==> src/rtl/wb_arbiter2.sv <==
// Two-master Wishbone B4 classic arbiter with round-robin grant, cyc-locked tenures
// and a strobe watchdog that errors out stalled transfers.
module wb_arbiter2 #(
   parameter int unsigned TIMEOUT = 255,
   parameter int unsigned AW      = 32,
   parameter int unsigned DW      = 32
) (
   input  logic            wb_clk_i,
   input  logic            wb_rst_i,
   input  logic [AW-1:0]   m0_adr_i,
   input  logic [DW-1:0]   m0_dat_i,
   input  logic [DW/8-1:0] m0_sel_i,
   input  logic            m0_we_i,
   input  logic            m0_cyc_i,
   input  logic            m0_stb_i,
   output logic [DW-1:0]   m0_dat_o,
   output logic            m0_ack_o,
   output logic            m0_err_o,
   input  logic [AW-1:0]   m1_adr_i,
   input  logic [DW-1:0]   m1_dat_i,
   input  logic [DW/8-1:0] m1_sel_i,
   input  logic            m1_we_i,
   input  logic            m1_cyc_i,
   input  logic            m1_stb_i,
   output logic [DW-1:0]   m1_dat_o,
   output logic            m1_ack_o,
   output logic            m1_err_o,
   output logic [AW-1:0]   s_adr_o,
   output logic [DW-1:0]   s_dat_o,
   output logic [DW/8-1:0] s_sel_o,
   output logic            s_we_o,
   output logic            s_cyc_o,
   output logic            s_stb_o,
   input  logic [DW-1:0]   s_dat_i,
   input  logic            s_ack_i,
   input  logic            s_err_i,
   output logic [1:0]      grant_o
);

   localparam int unsigned WW = (TIMEOUT > 0) ? $clog2(TIMEOUT + 1) : 1;
   localparam logic [WW-1:0] WdLast = WW'((TIMEOUT > 0) ? TIMEOUT - 1 : 0);

   typedef enum logic [1:0] {StIdle, StBusM0, StBusM1} state_e;

   state_e        state_q, state_d;
   logic          last_grant_q, last_grant_d;
   logic [WW-1:0] wd_cnt_q, wd_cnt_d;
   logic          own_stb;
   logic          wd_fire;

   always_comb begin
      state_d = state_q;
      unique case (state_q)
         StIdle: begin
            if (m0_cyc_i && m1_cyc_i) state_d = last_grant_q ? StBusM0 : StBusM1;
            else if (m0_cyc_i)        state_d = StBusM0;
            else if (m1_cyc_i)        state_d = StBusM1;
         end
         StBusM0: if (!m0_cyc_i) state_d = m1_cyc_i ? StBusM1 : StIdle;
         StBusM1: if (!m1_cyc_i) state_d = m0_cyc_i ? StBusM0 : StIdle;
         default: state_d = StIdle;
      endcase
   end

   always_comb begin
      last_grant_d = last_grant_q;
      if (state_d == StBusM0 && state_q != StBusM0) last_grant_d = 1'b0;
      if (state_d == StBusM1 && state_q != StBusM1) last_grant_d = 1'b1;
   end

   assign own_stb = (state_q == StBusM0) ? m0_stb_i :
                    (state_q == StBusM1) ? m1_stb_i : 1'b0;

   // A same-cycle ack (or slave error) beats the watchdog.
   assign wd_fire = (TIMEOUT != 0) && own_stb && !s_ack_i && !s_err_i && (wd_cnt_q == WdLast);

   always_comb begin
      wd_cnt_d = wd_cnt_q + 1'b1;
      if ((TIMEOUT == 0) || (state_d != state_q) || !own_stb || s_ack_i || s_err_i || wd_fire) begin
         wd_cnt_d = '0;
      end
   end

   always_ff @(posedge wb_clk_i) begin
      if (wb_rst_i) begin
         state_q      <= StIdle;
         last_grant_q <= 1'b1;
         wd_cnt_q     <= '0;
      end else begin
         state_q      <= state_d;
         last_grant_q <= last_grant_d;
         wd_cnt_q     <= wd_cnt_d;
      end
   end

   assign grant_o = {state_q == StBusM1, state_q == StBusM0};

   // Responses are gated by the owner's cyc so a late ack after cyc drops is discarded.
   always_comb begin
      s_adr_o  = '0;
      s_dat_o  = '0;
      s_sel_o  = '0;
      s_we_o   = 1'b0;
      s_cyc_o  = 1'b0;
      s_stb_o  = 1'b0;
      m0_ack_o = 1'b0;
      m0_err_o = 1'b0;
      m1_ack_o = 1'b0;
      m1_err_o = 1'b0;
      m0_dat_o = s_dat_i;
      m1_dat_o = s_dat_i;
      unique case (state_q)
         StBusM0: begin
            s_adr_o  = m0_adr_i;
            s_dat_o  = m0_dat_i;
            s_sel_o  = m0_sel_i;
            s_we_o   = m0_we_i;
            s_cyc_o  = m0_cyc_i;
            s_stb_o  = m0_stb_i;
            m0_ack_o = m0_cyc_i & s_ack_i;
            m0_err_o = m0_cyc_i & (s_err_i | wd_fire);
         end
         StBusM1: begin
            s_adr_o  = m1_adr_i;
            s_dat_o  = m1_dat_i;
            s_sel_o  = m1_sel_i;
            s_we_o   = m1_we_i;
            s_cyc_o  = m1_cyc_i;
            s_stb_o  = m1_stb_i;
            m1_ack_o = m1_cyc_i & s_ack_i;
            m1_err_o = m1_cyc_i & (s_err_i | wd_fire);
         end
         default: ;
      endcase
   end

endmodule

==> config.mk <==
export PLATFORM = sky130hd
export DESIGN_NAME = wb_arbiter2
export DESIGN_NICKNAME = d
export VERILOG_FILES = /design/src/rtl/wb_arbiter2.sv
export SDC_FILE = /design/constraint.sdc
export NUM_CORES = 1
export LEC_CHECK = 0
export ABC_AREA = 1
export CAP_MARGIN = 30
export CORE_AREA = 4 4 120 122
export CTS_CLUSTER_DIAMETER = 50
export DETAILED_ROUTE_END_ITERATION = 12
export DIE_AREA = 0 0 124 126
export GPL_TIMING_DRIVEN = 0
export HOLD_SLACK_MARGIN = 0.12
export PLACE_DENSITY = 0.63
export SLEW_MARGIN = 20
export SYNTH_ARGS = -nofsm -noshare
export SYNTH_HDL_FRONTEND = slang
export SYNTH_SLANG_ARGS = --single-unit
==> constraint.sdc <==
create_clock -name wb_clk_i -period 1.5 [get_ports wb_clk_i]
set_input_delay 0.3 -clock wb_clk_i [delete_from_list [all_inputs] [get_ports wb_clk_i]]
set_output_delay 0.3 -clock wb_clk_i [all_outputs]
set_load 0.1 [all_outputs]
==> results_dict.tcl, run 1 <==
set metrics [dict create \
    ant_nets 0 \
    wl_per_cell_um 17.8 \
    die_w_um 124 \
    post-dp-hpwl_um 12400 \
    antenna_found_initial 1 \
    place_area_um2 6260 \
    die-area_um2 15600 \
    max_cap_viol_count 0 \
    drc 0 \
    fill_cells 1126 \
    path_class "flip-flop to output pin" \
    root_buffer "clkbuf_16" \
    synth_cell_types 23 \
    power_density_nw_per_um2 754 \
    tritoncts "built" \
    crit_top_cell "clkbuf_16" \
    via_count 3748 \
    setup_tns_ps -37780 \
    p_seq_frac 0.056 \
    critPathCaptureType "output pin" \
    async_flop_share 0 \
    first_pass_iters 4 \
    grt_max_degree 12 \
    ys_top_cells_by_count "nand2_1 (165), a21oi_1 (73), buf_4 (64)" \
    via_per_inst 4.18 \
    ys_seq_area_frac 0.102 \
    violations "negative setup slack" \
    mappedNetlistArea_um2 2160 \
    place_ws_ps -1600 \
    final_cells 896 \
    synth_edf_count 0 \
    clock_sinks 11 \
    final-max-slew-violation-count 0 \
    worstMarginPinSlew_ps 955 \
    clk_pin_slew_ps 40 \
    synth_top_area_cell "nand2_1" \
    crit_chain "inv_6, buf_4, ha_4, inv_8, clkbuf_16, a21oi_4, clkbuf_16" \
    synthToLayoutAreaGrowth_pct 258 \
    p_int_mw 2.59 \
    die_h_um 126 \
    power_mw 5.84 \
    clock_skew_ps 1.46 \
    gp_congestion 0.789 \
    cp.required_ps 1200 \
    combPwrFrac 0.860 \
    grtUsageTotal 0.182 \
    setup_viol 86 \
    numCtsBuffers 3 \
    crit_path_top_delay_cell "dfxtp_4" \
    worstPathMaxFanout 15 \
    grt_pass1_vias 3971 \
    synth_top_area_share 0.286 \
    cts.path.max_buffers 2 \
    start_util 0.164 \
    max_stage_delay_ps 370 \
    slew_headroom 0.366 \
    grt_pass1_wl_um 22300 \
    timing.fmax_ghz 0.492 \
    htreeDepth 1 \
    synthesis.nets 585 \
    placed_cells 865 \
    finalHoldViolCount 0 \
    synthTopCellsByArea "nand2_1 (29%), buf_4 (22%), a21oi_1 (17%)" \
    postSynthAreaPerCell_um2 5.41 \
    ir_drop_mv 0.649 \
    fin_util 0.587 \
    fin_area_um2 7740 \
    n_antenna_cell 0 \
    drt_wl_total_um 15900 \
    whs_ps 473 \
    clock_power_share 0.084 \
    min_period_ps 2030 \
    yosysMostFrequentCell "nand2_1" \
    yosys_register_bits 11 \
    rsz0062_at_grt "yes" \
    synthFlopType "dfxtp_1" \
    netSwitchingFraction 0.557 \
    grt_overflow 0 \
    first_iter_violations 131 \
    rows 42 \
    core_region_area_um2 13200 \
    setup_slack_ps -534 \
    outcome "finished with violations" \
    fin_crit_sh 1.36 \
    ios 319 \
    drive_gt1_frac 0.504 \
    critical_path.startpoint_type "flip-flop" \
    leakage_nw 2.82 \
    clk_latency_ps 240 \
    power.switching_mw 3.25 \
    synthCells 400 \
    yosysWarningCount 0 \
    arrival_ps 1730 \
    port_buffers 286 \
    layout.nets 906 \
    hold_path.class "flip-flop to flip-flop" \
]
==> layer usage <==
layer,global-route usage,routed length [µm],up-vias
li1,-,-,1848
met1,0.191,5330,1709
met2,0.350,8720,164
met3,0.0484,1510,25
met4,0.0483,376,2
met5,0,13,-
==> registers in the layout, summed over array words and instances, names as in the netlist <==
name / cells
last_grant_q: 1
state_q: 2
wd_cnt_q: 8
==> what timing repair did <==
| action | in CTS | in global routing |
|---|---|---|
| setup buffers | 10 | 8 |
| pin swaps | 16 | 20 |
| cloned | 4 | 9 |
| hold buffers | 0 | 0 |
| gates resized for setup | 888 | 85 |
| setup endpoints to repair | 151 | 118 |
==> kinds of logic (layout without fill, tap and decap cells) <==
logic type | after synthesis | after routing | synth area share
flops | 11 | 11 | 0.102
compound gates | 74 | 74 | 0.171
fa+ha+maj | 7 | 7 | 0.0405
xor+xnor | 6 | 6 | 0.0243
buf+inv | 99 | 419 | 0.288
simple gates | 203 | 203 | 0.375
==> critical path: cells and delay by family (launching register included) <==
family / cells / cell delay [ps]
adders and majority gates: 1 / 280
buffers and inverters: 5 / 670
DFF: 1 / 370
AOI/OAI and AO/OA: 1 / 150
==> worst paths after layout <==
kind,endpoint,startpoint,slack (ps),depth (start not counted)
worst min register to register,last_grant_q$_SDFFE_PP1P_,last_grant_q$_SDFFE_PP1P_,470,2
worst min-delay path,last_grant_q$_SDFFE_PP1P_,last_grant_q$_SDFFE_PP1P_,470,2
worst max-delay path,s_adr_o[25],state_q[0]$_SDFF_PP0_,-530,7
worst max register to register,wd_cnt_q[5]$_SDFF_PP0_,state_q[0]$_SDFF_PP0_,-320,13
==> power by group through the flow <==
stage,Clock (mW),Sequential [mW],Combinational (mW)
floorplan,0,0.330,2.91
global placement,0,0.333,3.91
detailed placement,0,0.335,3.96
CTS,0.498,0.325,4.76
global route,0.514,0.328,5.20
finish,0.491,0.327,5.02
==> placed cells by master (no fill, tap or decap), types with 3 or more instances in the layout <==
master / count
nand2_1: 144
clkdlybuf4s50_1: 143
buf_4: 80
buf_12: 79
a21oi_4: 71
clkbuf_2: 30
clkdlybuf4s15_1: 27
clkbuf_16: 16
nand2_2: 14
buf_6: 10
dfxtp_1: 9
nor2_1: 8
nand2_4: 8
nand3_1: 7
clkdlybuf4s15_2: 7
clkbuf_8: 6
buf_8: 6
nor2_4: 6
nor2_2: 6
inv_1: 5
xor2_1: 5
ha_4: 4
inv_4: 3
ha_1: 3
==> layout make-up <==
class,instances,area (µm²),area share
Timing Repair Buffer,316,3850,0.497
Multi-Input combinational cell,290,2400,0.310
Buffer,87,898,0.116
Sequential cell,11,228,0.0294
Tap cell,176,220,0.0284
Clock buffer,4,78.8,0.0102
Inverter,12,65.1,0.00840
Power figures use the tool's default switching activity.
==> inputs of run 2 (changes only) <==
--- a/config.mk
+++ b/config.mk
@@ -11,9 +11,9 @@
 export CTS_CLUSTER_DIAMETER = 50
 export DETAILED_ROUTE_END_ITERATION = 12
 export DIE_AREA = 0 0 124 126
-export GPL_TIMING_DRIVEN = 0
 export HOLD_SLACK_MARGIN = 0.12
 export PLACE_DENSITY = 0.63
+export RECOVER_POWER = 25
 export SLEW_MARGIN = 20
 export SYNTH_ARGS = -nofsm -noshare
 export SYNTH_HDL_FRONTEND = slang
==> results_dict.tcl, run 2 (synthesis results as in run 1) <==
set metrics [dict create \
    die-area_um2 15600 \
    p_seq_frac 0.064 \
    min_period_ps 2020 \
    post-dp-hpwl_um 10300 \
    grt_pass1_vias 3451 \
    outcome "finished with violations" \
    path_class "flip-flop to output pin" \
    reg2reg_slack_ps -400 \
    max_cap_viol_count 0 \
    power.switching_mw 2.66 \
    setup_tns_ps -37550 \
    setup_slack_ps -517 \
    grt_max_degree 30 \
    gp_congestion 0.852 \
    ant_nets 0 \
    fin_area_um2 7110 \
    crit_path_top_delay_cell "dfxtp_4" \
    drive_gt1_frac 0.536 \
    cp_top_family "buffers and inverters" \
    layout.nets 785 \
    highest_layer "met5" \
    htreeDepth 1 \
    crit_chain "inv_6, ha_4, buf_4, buf_12, buf_12, nand2_1, a21oi_4, buf_12" \
    clock_power_share 0.097 \
    first_pass_iters 4 \
    timing.fmax_ghz 0.496 \
    slew_headroom 0.778 \
    port_buffers 222 \
    fill_cells 1103 \
    worstMarginPinSlew_ps 333 \
    fin_crit_sh 1.34 \
    clk_pin_slew_ps 40 \
    first_iter_violations 101 \
    whs_ps 513 \
    crit_top_cell "buf_12" \
    leakage_nw 2.41 \
    numCtsBuffers 3 \
    die_w_um 124 \
    ir_drop_mv 0.537 \
    via_count 3351 \
    via_per_inst 4.32 \
    clk_latency_ps 240 \
    wl_met2_um 8120 \
    hold_buffers 0 \
    n_antenna_cell 0 \
    finalHoldViolCount 0 \
    wl_met3_um 1170 \
    max_stage_delay_ps 360 \
    largest_reg_flops 8 \
    final-max-slew-violation-count 0 \
    synthToLayoutAreaGrowth_pct 228 \
    critPathCaptureType "output pin" \
    rsz0062_at_grt "yes" \
    mostFrequentLayoutCells "clkdlybuf4s50_1 (145), nand2_1 (91), buf_12 (91), a21oi_4 (72), nand2_2 (56)" \
    ios 319 \
    m1WireLength_um 5600 \
    critical_path.startpoint_type "flip-flop" \
    netSwitchingFraction 0.518 \
    grt_pass1_wl_um 18500 \
    hold_path.class "flip-flop to flip-flop" \
    cts.path.max_buffers 2 \
    core_region_area_um2 13200 \
    antenna_found_initial 1 \
    grtUsageTotal 0.150 \
    clock_skew_ps 6.33 \
    final_common_cell "clkdlybuf4s50_1" \
    wl_per_cell_um 19.4 \
    combPwrFrac 0.839 \
    worstPathMaxFanout 11 \
    power_mw 5.14 \
    p_int_mw 2.48 \
    top_regs "wd_cnt_q x8, state_q x2, last_grant_q x1" \
    start_util 0.164 \
    violations "negative setup slack" \
    power_density_nw_per_um2 723 \
    place_ws_ps -415 \
    setup_viol 88 \
    root_buffer "clkbuf_16" \
    drc 0 \
    tritoncts "built" \
    cp.required_ps 1200 \
    grt_overflow 0 \
    cp_num_buf_inv 5 \
    top_register "wd_cnt_q" \
    rows 42 \
    place_area_um2 6070 \
    clock_sinks 11 \
    drt_wl_total_um 15000 \
    arrival_ps 1720 \
    die_h_um 126 \
]
==> run 2: changes by cell type in the layout (fill, tap and decap cells not counted), sizes merged <==
| cell | delta |
|---|---|
| dlymetal6s2s | -2 |
| buf | -47 |
| clkdlybuf4s50 | +2 |
| clkbuf | -40 |
| clkdlybuf4s15 | -34 |
==> run 2: path summary, 6_finish.rpt <==
check | startpoint | endpoint | cells past startpoint
worst max-delay path | state_q[0]$_SDFF_PP0_ | s_dat_o[6] | 8
worst min register to register | last_grant_q$_SDFFE_PP1P_ | last_grant_q$_SDFFE_PP1P_ | 2
worst min-delay path | last_grant_q$_SDFFE_PP1P_ | last_grant_q$_SDFFE_PP1P_ | 2
worst max register to register | state_q[0]$_SDFF_PP0_ | wd_cnt_q[4]$_SDFF_PP0_ | 14
==> run 2: what timing repair did <==
action / CTS / global route
gates resized for setup: 25 / 114
setup buffers: 7 / 9
cloned: 3 / 12
pin swaps: 12 / 62
setup endpoints to repair: 86 / 88
hold endpoints to repair: 0 / 0
==> run 2: cell type report <==
cell class              instances  area (µm²)  area share
well taps                     176         220      0.0310
flip-flops and latches         11         228      0.0320
clock buffers                   4        78.8      0.0111
multi-input cells             290        2590       0.365
repair buffers                282        3920       0.552
inverters                      12        62.6     0.00880
==> run 2: metal layers <==
layer  global-route usage  up-vias
met2                0.297      155
met5                    0        -
met3               0.0336       21
met4               0.0180        2
met1                0.162     1571
li1                     -     1602
==> run 2: worst min-delay path, cell delays in order, from the launching register on <==
cell and delay (ps):
dfxtp_1 330, o21ai_2 70, nand2_1 60
==> run 2: power groups by stage <==
stage	Combinational [mW]	Clock, mW	Sequential, mW
6_report	4.31	0.498	0.328
3_3_place_gp	3.49	0	0.330
4_1_cts	3.79	0.494	0.325
3_5_place_dp	3.52	0	0.332
2_1_floorplan	2.91	0	0.330
5_1_grt	4.47	0.509	0.330
==> run 2: stage by stage <==
stage / instances / utilization
CTS: 755 / 0.486
floorplan: 400 / -
global placement: 741 / 0.460
finish: 775 / 0.539
global route: 775 / 0.539
detailed placement: 741 / 0.460
==> inputs of run 3 (changes only) <==
--- a/config.mk
+++ b/config.mk
@@ -7,12 +7,12 @@
 export LEC_CHECK = 0
 export ABC_AREA = 1
 export CAP_MARGIN = 30
-export CORE_AREA = 4 4 120 122
+export CORE_AREA = 10 10 117 119
 export CTS_CLUSTER_DIAMETER = 50
 export DETAILED_ROUTE_END_ITERATION = 12
-export DIE_AREA = 0 0 124 126
+export DIE_AREA = 0 0 127 129
 export HOLD_SLACK_MARGIN = 0.12
-export PLACE_DENSITY = 0.63
+export PLACE_DENSITY = 0.72
 export RECOVER_POWER = 25
 export SLEW_MARGIN = 20
 export SYNTH_ARGS = -nofsm -noshare
==> results_dict.tcl, run 3 (synthesis results as in run 1) <==
set metrics [dict create \
    post-dp-hpwl_um 11900 \
    layout.nets 791 \
    min_period_ps 1980 \
    grt_pass1_wl_um 21800 \
    power_mw 5.06 \
    crit_path_top_delay_cell "dfxtp_4" \
    holdPathStages 2 \
    numCtsBuffers 3 \
    grt_overflow 0 \
    die_h_um 129 \
    setup_viol 87 \
    top_regs "wd_cnt_q x8, state_q x2, last_grant_q x1" \
    worstPathMaxFanout 8 \
    clock_skew_ps 2.31 \
    first_pass_iters 4 \
    htreeDepth 1 \
    path_class "flip-flop to output pin" \
    fill_cells 853 \
    tritoncts "built" \
    fin_util 0.617 \
    clk_latency_ps 240 \
    ios 319 \
    wl_per_cell_um 21.1 \
    clock_sinks 11 \
    via_count 3402 \
    core_region_area_um2 11300 \
    hold_buffers 0 \
    max_cap_viol_count 0 \
    place_area_um2 6110 \
    leakage_nw 2.39 \
    hold_path.class "flip-flop to flip-flop" \
    clk_pin_slew_ps 40 \
    final-max-slew-violation-count 0 \
    port_buffers 222 \
    place_ws_ps -442 \
    n_antenna_cell 0 \
    mostFrequentLayoutCells "clkdlybuf4s50_1 (145), nand2_1 (101), buf_12 (91), a21oi_4 (71), nand2_2 (49)" \
    whs_endpoint "last_grant_q$_SDFFE_PP1P_" \
    largest_reg_flops 8 \
    setup_tns_ps -37330 \
    via_per_inst 4.55 \
    antenna_found_initial 0 \
    cts.path.max_buffers 2 \
    setup_slack_ps -483 \
    outcome "finished with violations" \
    placed_cells 716 \
    drc 0 \
    rows 39 \
    fin_area_um2 6980 \
    r2r_cells 13 \
    cp.required_ps 1200 \
    die-area_um2 16400 \
    critPathCaptureType "output pin" \
    crit_top_cell "buf_12" \
    arrival_ps 1680 \
    start_util 0.191 \
    violations "negative setup slack" \
    power_density_nw_per_um2 724 \
    root_buffer "clkbuf_16" \
    fin_crit_sh 1.32 \
    final_common_cell "clkdlybuf4s50_1" \
    grtUsageTotal 0.165 \
    ir_drop_mv 0.392 \
    cp_top_family "buffers and inverters" \
    grt_pass1_vias 3712 \
    top_register "wd_cnt_q" \
    drive_gt1_frac 0.519 \
    critical_path.startpoint_type "flip-flop" \
    r2r_start "state_q[1]$_SDFF_PP0_" \
    timing.fmax_ghz 0.504 \
    slew_headroom 0.800 \
    ant_nets 0 \
    min_from "last_grant_q$_SDFFE_PP1P_" \
    worstMarginPinSlew_ps 299 \
    crit_chain "buf_12, ha_4, buf_12, buf_16, nand2_2, a21oi_4, buf_12" \
    finalHoldViolCount 0 \
    synthToLayoutAreaGrowth_pct 222 \
    rsz0062_at_grt "yes" \
    reg2reg_slack_ps -450 \
    drt_wl_total_um 15800 \
    whs_ps 478 \
    gp_congestion 0.821 \
    r2r-end "wd_cnt_q[2]$_SDFF_PP0_" \
    final_cells 748 \
    first_iter_violations 117 \
    cp_num_buf_inv 4 \
    die_w_um 127 \
    grt_max_degree 36 \
    max_stage_delay_ps 370 \
]
[run 3: repair_timing]
item | 4_1_cts | 5_1_grt
cloned | 3 | 9
resized for setup | 66 | 51
setup buffers | 15 | 7
setup endpoints to repair | 86 | 88
pin swaps | 35 | 28
[run 3: power breakdown]
group	leakage, nW	internal (mW)	switching, mW
registers	0.0905	0.309	0.0151
logic	2.26	1.79	2.45
clock network	0.0382	0.357	0.130
total	2.39	2.46	2.60
[run 3: cell type report]
type / count / area, µm² / share of cell area
Tap cell: 143 / 179 / 0.0256
Sequential cell: 11 / 228 / 0.0326
Timing Repair Buffer: 288 / 3900 / 0.559
Clock buffer: 4 / 78.8 / 0.0113
Inverter: 12 / 60.1 / 0.00860
Multi-Input combinational cell: 290 / 2530 / 0.363
[run 3: worst max-delay path by stage]
stage,endpoint,cells after the start,slack (ps),start
6_report,s_dat_o[19],7,-480,state_q[0]$_SDFF_PP0_
5_1_grt,m0_err_o,10,-550,state_q[1]$_SDFF_PP0_
4_1_cts,m0_err_o,9,-490,state_q[1]$_SDFF_PP0_
3_5_place_dp,wd_cnt_q[2]$_SDFF_PP0_,11,-440,m0_cyc_i
3_3_place_gp,m0_err_o,8,-370,m1_stb_i
2_1_floorplan,m0_err_o,9,-890,state_q[0]$_SDFF_PP0_
[run 3: layer usage]
metal | share of wire | vias up | track usage | wire length, µm
li1 | - | 1610 | - | -
met2 | 0.56 | 173 | 0.326 | 8810
met5 | 0 | - | 0 | 0
met4 | 0.0084 | 0 | 0.0234 | 133
met3 | 0.087 | 17 | 0.0608 | 1380
met1 | 0.35 | 1602 | 0.162 | 5480
[run 3: worst reg2reg max path, stage by stage, from the launching register on]
cell	delay [ps]
dfxtp_4	360
inv_4	50
buf_6	120
ha_4	170
nand2_2	80
nand3_4	90
buf_4	140
buf_6	100
buf_4	120
nor3b_2	170
nand2_1	80
nor2_2	150
nand2_4	130
nor2_4	120
